--- src/rtl/adbg_or1k_mp_status_reg.sv ---
// adbg_or1k_mp_status_reg: per-core stall, breakpoint-flag and reset-pulse control for multiple cores
module adbg_or1k_mp_status_reg #(
    parameter int CPU_COUNT     = 4,
    parameter int RST_PULSE_LEN = 16,
    parameter int BP_STALL_ALL  = 0
) (
    input  logic                   cpu_clk_i,
    input  logic                   rst_i,
    input  logic                   we_i,
    input  logic [3*CPU_COUNT-1:0] data_i,
    input  logic [CPU_COUNT-1:0]   bp_i,
    output logic [CPU_COUNT-1:0]   cpu_stall_o,
    output logic [CPU_COUNT-1:0]   cpu_rst_o,
    output logic [3*CPU_COUNT-1:0] ctrl_reg_o
);
    localparam int N  = CPU_COUNT;
    localparam int CW = $clog2(RST_PULSE_LEN + 1);

    typedef enum logic {IDLE, RESET} state_t;

    logic [N-1:0] stall_reg, bp_hit, rst_active;
    logic         any_bp;

    assign any_bp     = |bp_i;
    assign ctrl_reg_o = {bp_hit, rst_active, stall_reg};

    for (genvar i = 0; i < N; i++) begin : g_core
        state_t        state, state_nxt;
        logic [CW-1:0] cnt, cnt_nxt;
        logic          stall_q, stall_nxt, hit_q, hit_nxt, rst_q;
        logic          bp_src, enter;

        // A core in reset ignores breakpoints for stalling purposes
        assign bp_src = ((BP_STALL_ALL != 0) ? any_bp : bp_i[i]) & (state == IDLE);
        assign enter  = (state == IDLE) & we_i & data_i[N+i];

        // Next-state for the reset FSM, its counter and the per-core status bits
        always_comb begin
            state_nxt = state;
            cnt_nxt   = cnt;
            if (state == IDLE) begin
                if (enter) begin
                    state_nxt = RESET;
                    cnt_nxt   = CW'(RST_PULSE_LEN);
                end
            end else begin
                cnt_nxt = cnt - 1'b1;
                if (cnt == CW'(1))
                    state_nxt = IDLE;
            end
            stall_nxt = (bp_src & ~enter) ? 1'b1 : we_i ? data_i[i] : stall_q;
            hit_nxt   = enter ? 1'b0 : bp_i[i] ? 1'b1 : (we_i & data_i[2*N+i]) ? 1'b0 : hit_q;
        end

        // State registers; cpu_rst_o is rst_active delayed by one cycle
        always_ff @(posedge cpu_clk_i or posedge rst_i) begin
            if (rst_i) begin
                state   <= IDLE;
                cnt     <= '0;
                stall_q <= 1'b0;
                hit_q   <= 1'b0;
                rst_q   <= 1'b0;
            end else begin
                state   <= state_nxt;
                cnt     <= cnt_nxt;
                stall_q <= stall_nxt;
                hit_q   <= hit_nxt;
                rst_q   <= (state == RESET);
            end
        end

        assign stall_reg[i]   = stall_q;
        assign bp_hit[i]      = hit_q;
        assign rst_active[i]  = (state == RESET);
        assign cpu_rst_o[i]   = rst_q;
        assign cpu_stall_o[i] = bp_src | stall_q | rst_active[i];
    end
endmodule

--- config.mk ---
export PLATFORM = sky130hd
export DESIGN_NAME = adbg_or1k_mp_status_reg
export DESIGN_NICKNAME = d
export VERILOG_FILES = /design/src/rtl/adbg_or1k_mp_status_reg.sv
export SDC_FILE = /design/constraint.sdc
export NUM_CORES = 1
export LEC_CHECK = 0
export ABC_AREA = 1
export CAP_MARGIN = 40
export CORE_MARGIN = 2
export CORE_UTILIZATION = 54
export DETAILED_ROUTE_END_ITERATION = 8
export GPL_TIMING_DRIVEN = 1
export MAX_ROUTING_LAYER = met4
export PLACE_DENSITY = 0.81
export SLEW_MARGIN = 20
export SYNTH_ARGS = -nofsm -noshare
export SYNTH_HDL_FRONTEND = slang
export SYNTH_SLANG_ARGS = --single-unit
--- constraint.sdc ---
create_clock -name cpu_clk_i -period 2 [get_ports cpu_clk_i]
set_input_delay 0.6 -clock cpu_clk_i [delete_from_list [all_inputs] [get_ports cpu_clk_i]]
set_output_delay 0.6 -clock cpu_clk_i [all_outputs]
set_load 0.005 [all_outputs]
==> results by group <==
Floorplan
  – Initial core utilization: 56.5%
  – Die area: 0.00398 sq mm
  – Die Span X: around 63 um
  – I/O pins: 39
  – Row count: 21
  – Die height: 63.1 um
  – Core ar.: 0.00334 sq mm

Yosys
  – Synth warnings: 0
  – Post-synthesis average cell area: 8.60 sq um
  – Syn Nets: 246
  – Flip-flop and latch count after synthesis: 36
  – Cell variety after synth: 23
  – Register area share after synthesis: between 40% and 50%
  – Synthesized instance count: 219
  – Synth Cell Area: 0.00188 sq mm

Critical path
  – Arr. time, crit path: roughly 1400 ps
  – Critical R2R Launch: g_core[0].cnt[0]
  – Worst R2R Path Depth: 8
  – Setup crit end kind: output port
  – Critical path fanouts, max: 2
  – CP required: 1400 ps
  – R2R Setup Slk: 840 ps
  – Critical R2R Capture: g_core[0].cnt[4]
  – CP Class: in2out
  – Crit path launch type: primary input

Timing
  – FMAX: 0.513 GHz
  – # setup viols final: 0
  – Tcrit/Tclk final: roughly 97%
  – Final TNS setup: 0 ps
  – Crit path time final: 1950 ps
  – Final Slew Violations: 0
  – Setup Skew: about 10 ps
  – Worst Max-Slew Pin Slew: 197 ps
  – Worst rel slew slack: 86.8%
  – RSZ-0062 raised after global routing: false
  – Hold Vio Cnt, Final: 0

CTS
  – Num Clock Sinks: 36
  – Worst-path clk slew: 120 ps
  – CTS Hold Bufs: 0
  – CTS buffer count: 5
  – CTS max path bufs: 2
  – CTS tree: built
  – Clk_lat worst skew: 350 ps
  – Root buf cell: clkbuf_4
  – H-tree depth: 2

GRT
  – GRT Total Usage: 20.8%
  – Global-route wire length before repair: 6330 um
  – Initial antenna violation count: 0
  – Vias in the first global route: 1454
  – Largest net degree at the start of global routing: 37
  – Global route overflow: 0

Power
  – Worst ir drop on vdd: 0.760 mV
  – Total power: 3160 uW
  – Static Leakage: 0.00117 uW
  – Power Density: 1360 mW/mm^2

Place
  – Final Wtd Congestion: slightly above 0.8
  – DP HPWL: between 2000 and 3000 um
  – Port buffer count: 38
  – Placed insts: 292

Routing
  – Total vias in the final route: 1445
  – Wire per inst: between 10 and 15 um
  – First drt pass iteration count: 4
  – Post-DR vias/cell: roughly 4.8
  – DRC Markers: 0
  – Initial drt markers: 92
  – ANT nets after route: 0
  – Post-Route WL: 3570 um

Status
  – Status: complete, no violations

Worst hold path
  – Critical hold path startpoint: g_core[3].state
  – Hold path endpoint: g_core[3].rst_q
  – Min-delay worst type: reg2reg
  – Worst Hold Path Cells: 0

Final layout
  – Nets: about 280
  – Final std cells w/o fill: 301
  – Layout cells sized above 1: approximately 16%
  – Layout overhead on the synthesized area: 23.3%
  – Ant. Diodes: 0
  – # fillers: 277

Flow run
  – Max Cap Violations: 0
## sequential cells by signal, summed over array words and instances (netlist names)
| name | cells |
|---|---|
| g_core.cnt | 20 |
| g_core.rst_q | 4 |
| g_core.hit_q | 4 |
| g_core.stall_q | 4 |
| g_core.state | 4 |
## critical path, cell delays in order
cell and delay (ps):
clkdlybuf4s50_1 450, inv_1 50, nand2_1 60, clkdlybuf4s15_1 200
## cell type report
class                           count  area, sq um  share of cell area, %
Inverter                           31          116                   5.01
Timing Repair Buffer               46          442                   19.0
Tap cell                           46         57.6                   2.48
Clock buffer                        5         37.5                   1.62
Clock inverter                      3         42.5                   1.83
Sequential cell                    36          903                   38.9
Multi-Input combinational cell    134          724                   31.2
## per-layer routing
layer | global-route usage [%] | wire length [um] | vias up
met2 | 35.9 | 1820 | 32
met5 | - | 0 | -
met4 | 6.11 | 51 | 0
met3 | 4.29 | 142 | 5
li1 | - | - | 733
met1 | 24.6 | 1560 | 675
## through the flow
stage	cell area (sq um)	setup slack, ps	hold slack, ps	util, %
3_5_place_dp	2240	-324	469	67.3
2_1_floorplan	1880	596	449	-
4_1_cts	2320	1.61	502	69.6
6_report	2320	50.9	473	69.6
5_1_grt	2320	7.62	495	69.6
3_3_place_gp	2240	-307	461	67.3
## cell usage after synthesis (all sizes together)
cell type	count	area (sq um)
dfrtp	36	901
xor2	2	17.5
ha	8	100
nand4	2	12.5
nand3	13	75.1
o22ai	8	75.1
o21bai	2	22.5
buf	18	143
a21boi	2	22.5
a21oi	3	15.0
nor3	1	5.00
clkinv	1	3.75
nand2	56	228
nor2	31	116
nand3b	2	15.0
o21ai	4	20.0
inv	30	113
## cell usage in the layout, fill, tap and decap left out
master,Yosys,routed
nand2_1,49,49
dfrtp_1,36,34
clkdlybuf4s50_1,0,33
nor2_1,31,31
inv_1,26,26
nand3_1,11,11
ha_1,8,8
nand2_2,7,7
buf_4,16,7
clkbuf_4,0,5
inv_2,4,4
o22ai_2,4,4
o22ai_1,4,4
o21ai_0,3,3
a21oi_1,3,3
o21bai_2,2,2
xor2_1,2,2
nand3b_1,2,2
nand3_2,2,2
nand4_1,2,2
a21boi_2,2,2
dfrtp_2,0,2
clkbuf_2,0,2
clkdlybuf4s15_1,0,2
clkinv_1,1,1
o21ai_1,1,1
nor3_1,1,1
clkinv_2,0,1
clkinvlp_4,0,1
bufinv_16,0,1
dlygate4sd2_1,0,1
buf_12,0,1
## power by group
part | switching, uW | internal [uW] | leakage, uW | total, uW
Combinational | 718 | 658 | 0.000721 | 1380
Clock | 257 | 261 | 0.0000412 | 518
Sequential | 216 | 1050 | 0.000411 | 1260
Total | 1190 | 1970 | 0.00117 | 3160
## what timing repair did
action | 4_1_cts | 5_1_grt
setup endpoints to repair | 5 | 5
setup buffers | 0 | 1
resized for setup | 9 | 4
## how the worst max path moves through the flow
| stage | startpoint | endpoint | slack [ps] | cells after the start |
|---|---|---|---|---|
| after global routing | bp_i[1] | cpu_stall_o[1] | 8 | 4 |
| after detailed placement | bp_i[3] | cpu_stall_o[3] | -320 | 4 |
| final | bp_i[1] | cpu_stall_o[1] | 50 | 4 |
| after floorplan | rst_i | g_core[0].cnt[0] | 600 | 1 |
| after CTS | bp_i[0] | cpu_stall_o[0] | 2 | 4 |
| after global placement | bp_i[3] | cpu_stall_o[3] | -310 | 4 |
## logic make-up after synthesis
family | count (synthesis) | synth area share, %
AO/OA/AOI/OAI | 19 | 8.23
buffers and inverters | 49 | 13.7
adder cells (fa/ha/maj) | 8 | 5.31
AND/OR/NAND/NOR | 105 | 24.0
XOR/XNOR | 2 | 0.930
flip-flops | 36 | 47.8
No activity file was read; power rests on OpenSTA's default activity.
